[src/rtl/div_pkg.sv]
// Shared constants and state encoding for the sequential divider.
// Consumed by div_step and div_seq_ctrl.
package div_pkg;

    localparam int DIV_WIDTH = 32;
    localparam int DIV_CNT_W = $clog2(DIV_WIDTH);

    typedef enum logic [1:0] {
        IDLE,
        RUN,
        FIX,
        DONE
    } div_state_t;

endpackage

[src/rtl/div_step.sv]
// One restoring shift-subtract step of the divider.
// Purely combinational; the controller registers its outputs.
module div_step
    import div_pkg::*;
#(
    parameter int WIDTH = DIV_WIDTH
) (
    input  logic [WIDTH-1:0] p,
    input  logic             qmsb,
    input  logic [WIDTH-1:0] v,
    output logic [WIDTH-1:0] p_next,
    output logic             qbit
);

    logic [WIDTH:0] pp;

    // Shift in the next dividend bit, subtract if the divisor fits.
    // P < V always holds, so P'-V fits in WIDTH bits.
    always_comb begin
        pp     = {p, qmsb};
        qbit   = (pp >= {1'b0, v});
        p_next = qbit ? (pp[WIDTH-1:0] - v) : pp[WIDTH-1:0];
    end

endmodule

[src/rtl/div_seq_ctrl.sv]
// Multi-cycle restoring divider sequencer (start/busy/done, abort).
// Optional signed support enabled by defining DIV_SIGNED_EN.
module div_seq_ctrl
    import div_pkg::*;
#(
    parameter int WIDTH = DIV_WIDTH
) (
    input  logic             clock,
    input  logic             clear_n,
    input  logic             start,
    input  logic             is_signed,
    input  logic [WIDTH-1:0] dividend,
    input  logic [WIDTH-1:0] divisor,
    input  logic             abort,
    output logic             busy,
    output logic             done,
    output logic             div_zero,
    output logic [WIDTH-1:0] quotient,
    output logic [WIDTH-1:0] remainder
);

    localparam int CW = $clog2(WIDTH);

    div_state_t state_q, state_d;

    logic [CW-1:0]    cnt_q;
    logic [WIDTH-1:0] p_q;
    logic [WIDTH-1:0] qw_q;
    logic [WIDTH-1:0] v_q;
    logic [WIDTH-1:0] p_nx;
    logic             qbit;

    logic             accept;
    logic             vzero;
    logic             last;
    logic             fix_go;
    logic [WIDTH-1:0] mag_d;
    logic [WIDTH-1:0] mag_v;

`ifdef DIV_SIGNED_EN
    logic             sgn_q;
    logic             neg_q_q;
    logic             neg_r_q;
    logic             sgn_in;

    assign sgn_in = is_signed;
    assign mag_d  = (sgn_in && dividend[WIDTH-1]) ? -dividend : dividend;
    assign mag_v  = (sgn_in && divisor[WIDTH-1])  ? -divisor  : divisor;
    assign fix_go = sgn_q;
`else
    logic unused_is_signed;

    assign unused_is_signed = is_signed;
    assign mag_d  = dividend;
    assign mag_v  = divisor;
    assign fix_go = 1'b0;
`endif

    assign accept = (state_q == IDLE || state_q == DONE)
                  && start && !abort;
    assign vzero  = (divisor == '0);
    assign last   = (cnt_q == '0);

    div_step #(
        .WIDTH (WIDTH)
    ) u_step (
        .p      (p_q),
        .qmsb   (qw_q[WIDTH-1]),
        .v      (v_q),
        .p_next (p_nx),
        .qbit   (qbit)
    );

    // State register.
    always_ff @(posedge clock or negedge clear_n) begin
        if (!clear_n) begin
            state_q <= IDLE;
        end else begin
            state_q <= state_d;
        end
    end

    // Next-state decode and handshake outputs.
    always_comb begin
        state_d = state_q;
        busy    = 1'b0;
        done    = 1'b0;
        unique case (state_q)
            IDLE: begin
                if (accept) begin
                    state_d = vzero ? DONE : RUN;
                end
            end
            RUN: begin
                busy = 1'b1;
                if (abort) begin
                    state_d = IDLE;
                end else if (last) begin
                    state_d = fix_go ? FIX : DONE;
                end
            end
`ifdef DIV_SIGNED_EN
            FIX: begin
                busy    = 1'b1;
                state_d = abort ? IDLE : DONE;
            end
`endif
            DONE: begin
                done = 1'b1;
                if (accept) begin
                    state_d = vzero ? DONE : RUN;
                end else begin
                    state_d = IDLE;
                end
            end
            default: begin
                state_d = IDLE;
            end
        endcase
    end

    // Operand capture, shift-subtract datapath and result registers.
    always_ff @(posedge clock or negedge clear_n) begin
        if (!clear_n) begin
            cnt_q     <= '0;
            p_q       <= '0;
            qw_q      <= '0;
            v_q       <= '0;
            div_zero  <= 1'b0;
            quotient  <= '0;
            remainder <= '0;
        end else if (accept) begin
            cnt_q    <= CW'(WIDTH - 1);
            p_q      <= '0;
            qw_q     <= mag_d;
            v_q      <= mag_v;
            div_zero <= vzero;
            if (vzero) begin
                quotient  <= '1;
                remainder <= dividend;
            end
        end else if (state_q == RUN && !abort) begin
            p_q   <= p_nx;
            qw_q  <= {qw_q[WIDTH-2:0], qbit};
            cnt_q <= cnt_q - 1'b1;
            if (last && !fix_go) begin
                quotient  <= {qw_q[WIDTH-2:0], qbit};
                remainder <= p_nx;
            end
        end
`ifdef DIV_SIGNED_EN
        else if (state_q == FIX && !abort) begin
            quotient  <= neg_q_q ? -qw_q : qw_q;
            remainder <= neg_r_q ? -p_q : p_q;
        end
`endif
    end

`ifdef DIV_SIGNED_EN
    // Sign bookkeeping for the fix-up step.
    always_ff @(posedge clock or negedge clear_n) begin
        if (!clear_n) begin
            sgn_q   <= 1'b0;
            neg_q_q <= 1'b0;
            neg_r_q <= 1'b0;
        end else if (accept) begin
            sgn_q   <= sgn_in;
            neg_q_q <= sgn_in
                     & (dividend[WIDTH-1] ^ divisor[WIDTH-1]);
            neg_r_q <= sgn_in & dividend[WIDTH-1];
        end
    end
`endif

endmodule

[config.mk]
export PLATFORM = sky130hd
export DESIGN_NAME = div_seq_ctrl
export DESIGN_NICKNAME = d
export VERILOG_FILES = /design/src/rtl/div_pkg.sv /design/src/rtl/div_step.sv /design/src/rtl/div_seq_ctrl.sv
export SDC_FILE = /design/constraint.sdc
export NUM_CORES = 1
export LEC_CHECK = 0
export CORE_ASPECT_RATIO = 0.75
export CORE_MARGIN = 5
export CORE_UTILIZATION = 50
export CTS_BUF_LIST = sky130_fd_sc_hd__clkbuf_4
export DETAILED_ROUTE_END_ITERATION = 8
export GPL_ROUTABILITY_DRIVEN = 0
export GPL_TIMING_DRIVEN = 0
export PLACE_DENSITY = 0.74
export SYNTH_ARGS = -nofsm -noshare
export SYNTH_HDL_FRONTEND = slang
export SYNTH_SLANG_ARGS = --single-unit
[constraint.sdc]
create_clock -name clock -period 3.5 [get_ports clock]
set_input_delay 0.875 -clock clock [delete_from_list [all_inputs] [get_ports clock]]
set_output_delay 0.875 -clock clock [all_outputs]
set_load 0.02 [all_outputs]
; ---- Word-level counts from Yosys, hierarchy flattened
; Index checks and enable logic that the tools add are counted.
[totals]
mem_bits_ro = 0
memories = 0
output_inout_bits = 67
latchBits = 0
ff_bits = 168
elab_cells = 51
input_bits = 69
ramBits = 0
[classes]
mux = 23
div = 0
add_sub_neg = 2
multipliers = 0
n_reduce_logical = 12
n_bitwise = 0
eq_ne = 5
shift = 0
n_lt_le_gt_ge = 1
[ops]
columns = op, n
row1 = $mux W32, 13
row2 = $ge A33 B32 Y1, 1
row3 = $logic_not A32 Y1, 1
row4 = $sub A32 B32 Y32, 1
row5 = $mux W2, 5
row6 = $mux W5, 2
row7 = $pmux W2 S3, 1
row8 = $logic_not A5 Y1, 1
row9 = $sub A5 B1 Y5 const B, 1
row10 = $reduce_bool A2 Y1, 2
row11 = $logic_and A1 B1 Y1, 3
row12 = $ne A3 B3 Y1 const B, 1
row13 = $reduce_and A3 Y1, 1
row14 = $eq A2 B1 Y1 const B, 1
row15 = $eq A2 B2 Y1 const B, 1
row16 = $logic_not A2 Y1, 1
row17 = $mux W1, 2
row18 = $ne A2 B1 Y1 const B, 1
row19 = $ne A2 B2 Y1 const B, 1
row20 = $reduce_and A2 Y1, 1
row21 = $logic_not A1 Y1, 1
row22 = $logic_or A1 B1 Y1, 1

; ---- Longest topological paths before layout
; Gate-level depths: netlist of run 1.
[logic_depth]
word_depth = 6
mapped_depth = 14
mapped_depth_nobuf = 12

; ---- Cells and area by module
; Synthesis of run 1 repeated with hierarchy kept, for this count alone.
[unflattened]
cells_unflattened = 1012
hier_area_um2 = 9340.2
[by_module_without_submodules]
columns = mod, area_per_inst_um2, n_inst, cells_each, seq_area_each_um2
row1 = div_seq_ctrl, 7009.2, 1, 689, 4204.0
row2 = div_step, 2331.0, 1, 323, 0.0

; ---- Worst setup path after synthesis of run 1
; OpenSTA, ideal clock, no wires.
[synth_timing]
kind = register to register
startpoint = reg qw_q[31]
endpoint = reg remainder[30]
path_buffers = 0
setup_time_ns = 0.137
required_ns = 3.363
period_less_slack_ns = 2.864
setup_slack_ns = 0.636
stages_incl_launch_ff = 13
t_arrival_ns = 2.726
path_cell_list = dfrtp_1 -> inv_1 -> ha_1 -> inv_1 -> fa_1 -> a21o_1 -> a221oi_2 -> o311a_1 -> o21ai_0 -> or4_1 -> and3_1 -> mux2i_1 -> a21oi_1
[synth_via]
elab_chain_len = 5
word_cells_on_any_way = 6
classes_between = add/sub (1) / order compare (1) / mux (4)
[synth_rtl]
columns = element, line
row1 = "start, declared", div_seq_ctrl.sv:28  ; logic [WIDTH-1:0] qw_q;
row2 = "start signal, assigned", div_seq_ctrl.sv:135  ; qw_q <= mag_d;
row3 = "start signal, assigned", div_seq_ctrl.sv:144  ; qw_q <= {qw_q[WIDTH-2:0], qbit};
row4 = $sub A32 B32 Y32 or $ge A33 B32 Y1 (tied branches), "div_step.sv:22, div_step.sv:21"
row5 = $mux W32 *, div_step.sv:22  ; p_next = qbit ? (pp[WIDTH-1:0] - v) : pp[WIDTH-1:0];
row6 = $mux W32 *, div_seq_ctrl.sv:146  ; if (last && !fix_go) begin
row7 = $mux W32 *, div_seq_ctrl.sv:142  ; end else if (state_q == RUN && !abort) begin
row8 = $mux W32 *, div_seq_ctrl.sv:132  ; end else if (accept) begin
row9 = "end signal, assigned", div_seq_ctrl.sv:140  ; remainder <= dividend;
row10 = "end signal, assigned", div_seq_ctrl.sv:148  ; remainder <= p_nx;
row11 = "end, declared", div_seq_ctrl.sv:19  ; output logic [WIDTH-1:0] remainder
; Every way passes the cells marked *; elsewhere a longest branch is shown, timed or not. The select of a mux whose other input is x is not followed.
; A chain may end at the register's enable or synchronous reset.

; ---- Worst setup path in the final report of run 1
[layout_timing]
startpoint = reg p_q[3]
endpoint = reg p_q[26]
[layout_via]
elab_chain_len = 4
word_cells_on_any_way = 5
classes_between = add/sub (1) / order compare (1) / mux (3)
[layout_rtl]
columns = element, line
row1 = "start, declared", div_seq_ctrl.sv:27  ; logic [WIDTH-1:0] p_q;
row2 = "start signal, assigned", div_seq_ctrl.sv:143  ; p_q <= p_nx;
row3 = $sub A32 B32 Y32 or $ge A33 B32 Y1 (tied branches), "div_step.sv:22, div_step.sv:21"
row4 = $mux W32 *, div_step.sv:22
row5 = $mux W32 *, div_seq_ctrl.sv:142
row6 = $mux W32 *, div_seq_ctrl.sv:132
; Marked as above.

==> metrics.md, run 1 <==
| Metric | Value |
|---|---|
| GR Util All Layers | `0.279` |
| Crit path max fanout | `10` |
| Filler cells | `1622` |
| Final layout net count | `1342` |
| Worst-skew pair later-pin latency | `610 ps` |
| Syn nets | `1188` |
| Critical Path Start Type | `flop` |
| Mapped Area | `9320 sq um` |
| Fin Setup TNS | `0 ps` |
| CTS Sinks | `168` |
| CTS tree | `yes` |
| Initial DRC Count | `929` |
| DR WL/cell | `20.1 microns` |
| Critical Path End Type | `flop` |
| ANT nets after route | `0` |
| DR vias/cell | `6.09` |
| Top-count cell post-synth | `nand2_1` |
| Post-synth top area share | `0.451` |
| Fmax | `298 MHz` |
| DP HPWL | `22600 microns` |
| Clock-pin slew on the worst setup and hold paths | `150 ps` |
| Worst hold path type | `input pin to asynchronous set/reset pin` |
| Register area share after synthesis | `0.451` |
| Die Y | `128 microns` |
| Crit path arrival time | `3890 ps` |
| Initial Util | `0.507` |
| Hold Vio Cnt, Final | `0` |
| Synth top area cells | `dfrtp_1 45%, nand2_1 8.7%, o21ai_0 7.0%` |
| Largest net degree at the start of global routing | `100` |
| Actual slew at the worst max-slew pin | `819 ps` |
| RSZ-0062 raised after global routing | `false` |
| CTS Hold Buffers Added | `0` |
| Synthesis-stage register bit count | `168` |
| Clock Tree Root | `clkbuf_4` |
| I/O pin count | `136` |
| Met3 Resource Use GR | `0.0789` |
| Post-synthesis cell count | `1080` |
| Clk_skew | `21.1 ps` |
| Synth area leader | `dfrtp_1` |
| Met2 Usage GRT | `0.399` |
| Die area | `21500 sq um` |
| CTS Buf Count | `17` |
| Outcome | `completed` |
| Area Growth Syn to Fin | `22.0%` |
| CTS max path bufs | `2` |
| Tcrit/Tclk final | `0.958` |
| Placed insts | `1462` |
| Synth Flop Type | `dfrtp_1` |
| EDFF count, synth | `0` |
| FP Rows | `43` |
| GR peak layer | `met1` |
| Leakage power | `0.00504 uW` |
| Core Footprint | `18400 sq um` |
| First-pass GRT wire length | `47400 microns` |
| Max_cap viols | `0` |
| Share of layout cells above drive strength 1 | `0.0545` |
| Pwr per Cell Area | `979 nW/um^2` |
| Number of setup violations in the final report | `0` |
| Critical Path RT | `4030 ps` |
| Non-Filler Instances | `1494` |
| H-tree Lvls | `4` |
| Initial antenna violation count | `0` |
| Grt met1 use | `0.412` |
| Pre-antenna DRT Iters | `5` |
| Synth warnings | `0` |
| Synth top cells by count | `217 x nand2_1, 168 x dfrtp_1, 131 x o21ai_0` |
| Synth async-reset ratio | `1.00` |
| Netlist cell types | `63` |
| PortBufs | `134` |
| Number of remaining DRC errors | `0` |
| Crit Path Class | `flop to flop` |
| Die width | `168 microns` |
| Syn avg cell area | `8.63 sq um` |
| Global route overflow | `0` |
| WL final | `30000 microns` |
| IR drop worst, VDD | `0.697 mV` |
| Slew Limit Fails | `0` |
| Ant diodes | `0` |
| Vias in the first global route | `8700` |
| Relative slew margins | `0.447` |
| Period minus WS final | `3350 ps` |
| Routed vias | `9091` |
-- what timing repair did --
action,CTS,global route
endpoints found under the setup margin,7,14
pin swaps,0,0
setup buffers,0,0
resized for setup,3,8
-- report_power, final --
| part | internal [uW] | switching, uW |
|---|---|---|
| sequential | 2550 | 475 |
| combinational | 2550 | 4260 |
| clock | 515 | 785 |
-- metal layers --
metal  routed length, microns  up-vias
met5                        0        -
met1                    13500     4417
met4                      668        0
met3                     3150       64
met2                    12700      499
li1                         -     4111
-- cell usage in the layout, fill, tap and decap left out, types with 17 or more instances in the layout --
| master | synthesis | routed |
|---|---|---|
| dfrtp_1 | 168 | 168 |
| nand2_1 | 217 | 217 |
| inv_1 | 43 | 43 |
| ha_1 | 38 | 37 |
| clkbuf_1 | 48 | 47 |
| mux2i_1 | 32 | 31 |
| a21oi_1 | 55 | 55 |
| and3_1 | 20 | 20 |
| clkbuf_4 | 0 | 17 |
| nand3_1 | 19 | 19 |
| clkdlybuf4s50_1 | 0 | 133 |
| o21ai_0 | 131 | 130 |
| xnor2_1 | 17 | 17 |
| a31oi_1 | 43 | 43 |
| nor2_1 | 72 | 71 |
-- final cells by class --
class / instances / area (sq um) / area share
Multi-Input combinational cell: 801 / 4710 / 0.414
Sequential cell: 168 / 4200 / 0.370
Timing Repair Buffer: 135 / 1370 / 0.121
Tap cell: 247 / 309 / 0.0272
Buffer: 68 / 298 / 0.0262
Clock inverter: 15 / 189 / 0.0166
Inverter: 43 / 161 / 0.0142
Clock buffer: 17 / 128 / 0.0112
-- registers in the layout (all words and copies together), names as in the netlist --
name       count
cnt_q          5
div_zero       1
qw_q          32
quotient      32
p_q           32
remainder     32
v_q           32
state_q        2
-- stage by stage --
| step | util | worst slack, ps | hold WS (ps) | power [uW] | instance area [sq um] |
|---|---|---|---|---|---|
| CTS | 0.617 | 36.0 | 309 | 10900 | 11300 |
| global placement | 0.596 | -5420 | 470 | 9410 | 11000 |
| global route | 0.618 | 3.66 | 320 | 11900 | 11400 |
| detailed placement | 0.598 | -645 | 478 | 9550 | 11000 |
| floorplan | - | 636 | 452 | 7610 | 9320 |
| finish | 0.618 | 147 | 282 | 11100 | 11400 |
-- cells by family (layout without fill, tap and decap cells) --
logic type | after synthesis | after routing | synth area share
buf+inv | 111 | 278 | 0.0491
fa+ha+maj | 39 | 39 | 0.0531
compound gates | 309 | 309 | 0.203
mux | 34 | 34 | 0.0368
flops | 168 | 168 | 0.451
simple gates | 393 | 393 | 0.183
xor+xnor | 26 | 26 | 0.0244
-- path summary, 6_finish.rpt --
kind | startpoint | cells after the start | to | slack [ps]
setup / recovery | p_q[3] | 10 | p_q[26] | 150
setup reg to reg | p_q[3] | 10 | p_q[26] | 150
max in group asynchronous | clear_n | 2 | v_q[3] | 2410
hold / removal | clear_n | 1 | quotient[22] | 280
hold reg to reg | v_q[0] | 2 | v_q[0] | 510
min in group clock | v_q[0] | 2 | v_q[0] | 510
-- critical path, stage by stage (launching register included) --
cell,delay (ps)
dfrtp_1,450
ha_1,410
a21o_1,240
a31oi_2,280
a21boi_4,130
o2111ai_2,300
a31oi_2,150
nor2_1,620
buf_2,390
nand2_1,120
a31oi_1,180
Note: power is estimated with default switching activity, not from simulation.
==> run 2, diff against run 1 <==
Settings changed: SKIP_LAST_GASP from default to 1.
==> run 2 against run 1 <==
Compared with the run above:
- largest cell class unchanged
- count of clock-buffer cells in the layout unchanged
- cell count unchanged
- via count down 0.54%
- sequential cell count unchanged
- clock power about the same
==> metrics.md, run 2 (synthesis gave the netlist of run 1 again) <==
| Metric | Value |
|---|---|
| PortBufs | `134 (unchanged)` |
| Worst hold path type | `input pin to asynchronous set/reset pin` |
| Worst reg-to-reg setup slack | `110 ps (-40 ps)` |
| Initial antenna violation count | `0 (unchanged)` |
| Die area | `21500 sq um (unchanged)` |
| Number of remaining DRC errors | `0 (unchanged)` |
| R2R cell count | `12 (+2)` |
| Clk_skew | `16.1 ps (-5.00 ps)` |
| CTS tree | `yes` |
| Commonest non-fill, non-tap cell in the layout | `nand2_1` |
| Reg-to-Reg Start | `p_q[4]` |
| GR Util All Layers | `0.279 (unchanged)` |
| Critical Path Start Type | `flop` |
| Hold WS | `284 ps (+1.71 ps)` |
| ANT nets after route | `0 (unchanged)` |
| Die width | `168 microns (unchanged)` |
| Area Growth Syn to Fin | `22.0% (about the same)` |
| Commonest non-fill, non-tap cells in the layout | `217 x nand2_1, 168 x dfrtp_1, 133 x clkdlybuf4s50_1` |
| Initial Util | `0.507 (unchanged)` |
| DP HPWL | `22600 microns (unchanged)` |
| Filler cells | `1619 (-0.18%)` |
| Pwr per Cell Area | `978 nW/um^2 (about the same)` |
| Clock Tree Root | `clkbuf_4` |
| RSZ-0062 raised after global routing | `true` |
| CTS Sinks | `168 (unchanged)` |
| DR WL/cell | `20.1 microns (about the same)` |
| Worst-skew pair later-pin latency | `600 ps (about the same)` |
| Global route overflow | `0 (unchanged)` |
| Crit path max fanout | `10 (unchanged)` |
| Crit-path slowest cell | `dfrtp_1` |
| Hold Vio Cnt, Final | `0 (unchanged)` |
| Share of layout cells above drive strength 1 | `0.0537 (-0.000802)` |
| Slowest cell delay on critical path | `480 ps (-140 ps)` |
| FP Rows | `43 (unchanged)` |
| Area post-placement | `11000 sq um (unchanged)` |
| Vias in the first global route | `8700 (unchanged)` |
| Largest net degree at the start of global routing | `100 (unchanged)` |
| First-pass GRT wire length | `47400 microns (unchanged)` |
| Cells along the critical path | `ha_2 -> nand3_1 -> nor2_1 -> a21boi_4 -> o2111ai_2 -> a31oi_2 -> or2_1 -> buf_6 -> buf_6 -> buf_4 -> mux2i_2 -> a21oi_1` |
| Outcome | `completed` |
| IR drop worst, VDD | `0.696 mV (-0.11%)` |
| Fin Setup TNS | `0 ps (unchanged)` |
| Relative slew margins | `0.435 (-0.0115)` |
| Number of setup violations in the final report | `0 (unchanged)` |
| WL final | `30000 microns (about the same)` |
| Die Y | `128 microns (unchanged)` |
| CTS Buf Count | `17 (unchanged)` |
| Routed vias | `9042 (-0.54%)` |
| Leakage power | `0.00504 uW (about the same)` |
| Crit Path Class | `flop to flop` |
| Setup Buffers After CTS | `0 (unchanged)` |
| Ant diodes | `0 (unchanged)` |
| CTS max path bufs | `2 (unchanged)` |
| Critical Path End Type | `flop` |
| Crit path arrival time | `3850 ps (-40 ps)` |
| Critical Path RT | `3960 ps (-70 ps)` |
| Reg2reg end | `p_q[30]` |
| Register area | `4200 sq um (unchanged)` |
| Finished Cell Area | `11400 sq um (about the same)` |
| Clock-pin slew on the worst setup and hold paths | `150 ps (about the same)` |
| Pre-antenna DRT Iters | `6 (+1)` |
| H-tree Lvls | `4 (unchanged)` |
| I/O pin count | `136 (unchanged)` |
| Tcrit/Tclk final | `0.969 (+0.0112)` |
| Fmax | `295 MHz (-1.2%)` |
| Final layout net count | `1342 (unchanged)` |
| CTS Hold Buffers Added | `0 (unchanged)` |
| DR vias/cell | `6.05 (-0.54%)` |
| Max_cap viols | `0 (unchanged)` |
| Multi-input combinational cell area | `4710 sq um (about the same)` |
| Initial DRC Count | `932 (+0.32%)` |
| Slew Limit Fails | `0 (unchanged)` |
| Period minus WS final | `3390 ps (+39.1 ps)` |
| Crit path top cell by count | `buf_6` |
| Actual slew at the worst max-slew pin | `836 ps (+17.0 ps)` |
| Core Footprint | `18400 sq um (unchanged)` |
[run 2: routing by layer]
metal / share of wire / vias to the layer above / track usage
met3: 0.10 / 67 / 0.0789
met4: 0.023 / 0 / 0.0854
li1: - / 4109 / -
met2: 0.42 / 497 / 0.399
met5: 0 / - / 0
met1: 0.45 / 4369 / 0.412
[run 2: how the worst max path moves through the flow]
stage / from / to / slack, ps / cells past startpoint
after floorplan: qw_q[31] / remainder[30] / 640 / 12
after global placement: clear_n / v_q[7] / -5420 / 1
after detailed placement: divisor[2] / remainder[23] / -640 / 6
after CTS: qw_q[31] / p_q[30] / 40 / 12
after global routing: p_q[9] / p_q[30] / -20 / 12
final: p_q[4] / p_q[30] / 110 / 12
[run 2: what timing repair did]
item | in CTS | in global routing
setup endpoints to repair | 7 | 14
resized for setup | 3 | 7
cloned | 0 | 0
pin swaps | 0 | 0
[run 2: worst max-delay path, delay by kind of cell (launching register included)]
family | cells | cell delay, ps
simple gates | 3 | 600
compound gates | 4 | 880
fa+ha+maj | 1 | 430
flops | 1 | 480
mux | 1 | 310
buf+inv | 3 | 530
[run 2: cell type report]
type                            instances  area share
Multi-Input combinational cell        801       0.414
Sequential cell                       168       0.370
Timing Repair Buffer                  135       0.121
Tap cell                              247      0.0272
Buffer                                 68      0.0262
Clock inverter                         15      0.0166
Inverter                               43      0.0142
Clock buffer                           17      0.0112
[run 2: metrics by stage]
stage | setup WS [ps] | power, uW | util | cells
3_3_place_gp | -5420 | 9410 | 0.596 | 1461
2_1_floorplan | 636 | 7610 | - | 1080
3_5_place_dp | -645 | 9550 | 0.598 | 1462
4_1_cts | 36.0 | 10900 | 0.617 | 1494
5_1_grt | -22.2 | 11900 | 0.618 | 1494
6_report | 108 | 11100 | 0.618 | 1494
[run 2: power by group]
part           total (uW)  internal (uW)  leakage, uW  switching [uW]
combinational        6800           2540      0.00272            4260
clock                1300            515     0.000171             784
sequential           3020           2550      0.00215             475
==> run 3, diff against run 2 <==
Settings changed: CORE_ASPECT_RATIO 0.75 to 0.5, CORE_MARGIN 5 to default.
==> run 3 against run 2 <==
Compared with the run above:
- fmax grew 1.2%
- count of clock-buffer cells in the layout is 1 higher
- sequential share of layout area grew 0.15 points
- sequential power about the same
- core utilization is 1.7 points higher
- via count grew 0.11%
- power up 0.79%
- die area shrank 11%
- worst setup slack improved by 40 ps
- routed wire length shrank 1.0%
- non-clock buffer count is the same
- critical endpoint is now remainder[20]
==> metrics.md, run 3 (synthesis gave the netlist of run 1 again) <==
| Metric | Value |
|---|---|
| Worst reg-to-reg setup slack | `150 ps (+40 ps)` |
| Routed vias | `9052 (+0.11%)` |
| Hold WS | `275 ps (-9.15 ps)` |
| R2R cell count | `12 (unchanged)` |
| Number of setup violations in the final report | `0 (unchanged)` |
| Fin Setup TNS | `0 ps (unchanged)` |
| Initial antenna violation count | `0 (unchanged)` |
| Clk_skew | `30.8 ps (+14.7 ps)` |
| Critical Path RT | `3930 ps (-30 ps)` |
| Slew Limit Fails | `0 (unchanged)` |
| Crit path arrival time | `3790 ps (-60 ps)` |
| Non-Filler Instances | `1481 (-0.87%)` |
| Fmax | `298 MHz (+1.2%)` |
| Final layout net count | `1342 (unchanged)` |
| WL final | `29700 microns (-1.0%)` |
| Buf+Inv Stages, Crit Path | `3 (unchanged)` |
| CTS tree | `yes` |
| Ant diodes | `0 (unchanged)` |
| Leakage power | `0.00503 uW (-0.24%)` |
| Placed insts | `1449 (-0.89%)` |
| Clock Tree Root | `clkbuf_4` |
| Area Growth Syn to Fin | `21.5%` |
| FP Rows | `34 (-21%)` |
| Setup Buffers After CTS | `0 (unchanged)` |
| Crit Path Class | `flop to flop` |
| Crit path top cell by count | `buf_6` |
| Period minus WS final | `3350 ps (-40.1 ps)` |
| Critical Path Start Type | `flop` |
| DR WL/cell | `20.1 microns (-0.17%)` |
| Initial DRC Count | `1242 (+33%)` |
| Largest net degree at the start of global routing | `89 (-11%)` |
| Crit-path slowest cell | `mux2i_1` |
| Critical Path End Type | `flop` |
| Family with the most delay on the worst path | `compound AO/OA/AOI/OAI gates` |
| Slowest cell delay on critical path | `540 ps (+60 ps)` |
| Pre-antenna DRT Iters | `7 (+1)` |
| Tcrit/Tclk final | `0.958 (-0.0115)` |
| Commonest non-fill, non-tap cells in the layout | `217 x nand2_1, 168 x dfrtp_1, 133 x clkdlybuf4s50_1` |
| Global route overflow | `0 (unchanged)` |
| Initial Util | `0.523 (+0.0164)` |
| First-pass GRT wire length | `46500 microns (-1.9%)` |
| Total Power | `11200 uW (+0.79%)` |
| CTS Sinks | `168 (unchanged)` |
| Hold Vio Cnt, Final | `0 (unchanged)` |
| Die width | `195 microns (+16%)` |
| I/O pin count | `136 (unchanged)` |
| Commonest non-fill, non-tap cell in the layout | `nand2_1` |
| CTS Buf Count | `17 (unchanged)` |
| Critical path depth in cells | `12 (unchanged)` |
| Die Y | `98.6 microns (-23%)` |
| Number of remaining DRC errors | `0 (unchanged)` |
| Actual slew at the worst max-slew pin | `1000 ps (+167 ps)` |
| Reg-to-Reg Start | `p_q[18]` |
| Die area | `19200 sq um (-11%)` |
| H-tree Lvls | `4 (unchanged)` |
| Worst hold path type | `input pin to asynchronous set/reset pin` |
| CTS max path bufs | `2 (unchanged)` |
| Relative slew margins | `0.322 (-0.113)` |
| Vias in the first global route | `8521 (-2.1%)` |
| Worst Slack Setup Final | `148 ps (+40.1 ps)` |
| PortBufs | `134 (unchanged)` |
| Share of layout cells above drive strength 1 | `0.0553 (+0.00160)` |
| Outcome | `completed` |
| Clock-pin slew on the worst setup and hold paths | `160 ps (about the same)` |
| Core Footprint | `17800 sq um (-3.1%)` |
| Pre-CTS setup slack | `-1070 ps (-426 ps)` |
| DP HPWL | `22600 microns (-0.25%)` |
| IR drop worst, VDD | `0.453 mV (-35%)` |
| Crit path max fanout | `10 (unchanged)` |
| GR Util All Layers | `0.314 (+0.0355)` |
| Reg2reg end | `remainder[20]` |
| DR vias/cell | `6.11 (+0.99%)` |
| ANT nets after route | `0 (unchanged)` |
| Cells along the critical path | `ha_1 -> buf_2 -> nand3_1 -> o22ai_1 -> nor3_1 -> o31a_1 -> a31oi_2 -> or2_1 -> buf_6 -> buf_6 -> mux2i_1 -> a221oi_1` |
| CTS Hold Buffers Added | `0 (unchanged)` |
| Pwr per Cell Area | `990 nW/um^2 (+1.2%)` |
| Worst-skew pair later-pin latency | `580 ps (-20 ps)` |
| Max_cap viols | `0 (unchanged)` |
[run 3: cell count changes in the layout (fill, tap and decap cells not counted), sizes merged]
cell    previous run  this run
bufinv             3         0
clkinv             4         7
clkbuf            65        66
inv               50        49
[run 3: report_power, final]
group          leakage (uW)  switching [uW]  internal [uW]  total (uW)
sequential          0.00215             506           2550        3050
clock              0.000153             825            334        1160
combinational       0.00273            4460           2540        7000
[run 3: through the flow]
stage / utilization / instance area, sq um
final: 0.635 / 11300
after global placement: 0.615 / 11000
after floorplan: - / 9320
after CTS: 0.634 / 11300
after global routing: 0.635 / 11300
after detailed placement: 0.617 / 11000
[run 3: what timing repair did]
| item | in CTS | in global routing |
|---|---|---|
| pin swaps | 0 | 1 |
| endpoints found under the hold margin | 0 | 0 |
| resized for setup | 3 | 8 |
| setup endpoints to repair | 29 | 24 |
[run 3: layout make-up]
type | count | area, sq um
multi-input cells | 801 | 4700
fillers | 1560 | 6500
inverters | 43 | 161
flip-flops and latches | 168 | 4200
repair buffers | 135 | 1370
plain buffers | 68 | 299
clock inverters | 14 | 154
well taps | 234 | 293
clock buffers | 18 | 135
[run 3: routing by layer]
layer  vias up  global-route usage  share of wire
met5         -                   0              0
met4         0              0.0739          0.015
met3        50              0.0876           0.12
met2       509               0.467           0.43
met1      4373               0.456           0.44
li1       4120                   -              -
[run 3: how the worst max path moves through the flow]
| stage | start | to | slack (ps) |
|---|---|---|---|
| after global routing | qw_q[31] | remainder[30] | -7 |
| after floorplan | qw_q[31] | remainder[30] | 640 |
| after global placement | clear_n | quotient[23] | -5140 |
| after CTS | state_q[0] | remainder[7] | 40 |
| final | p_q[18] | remainder[20] | 150 |
| after detailed placement | divisor[0] | remainder[23] | -1070 |
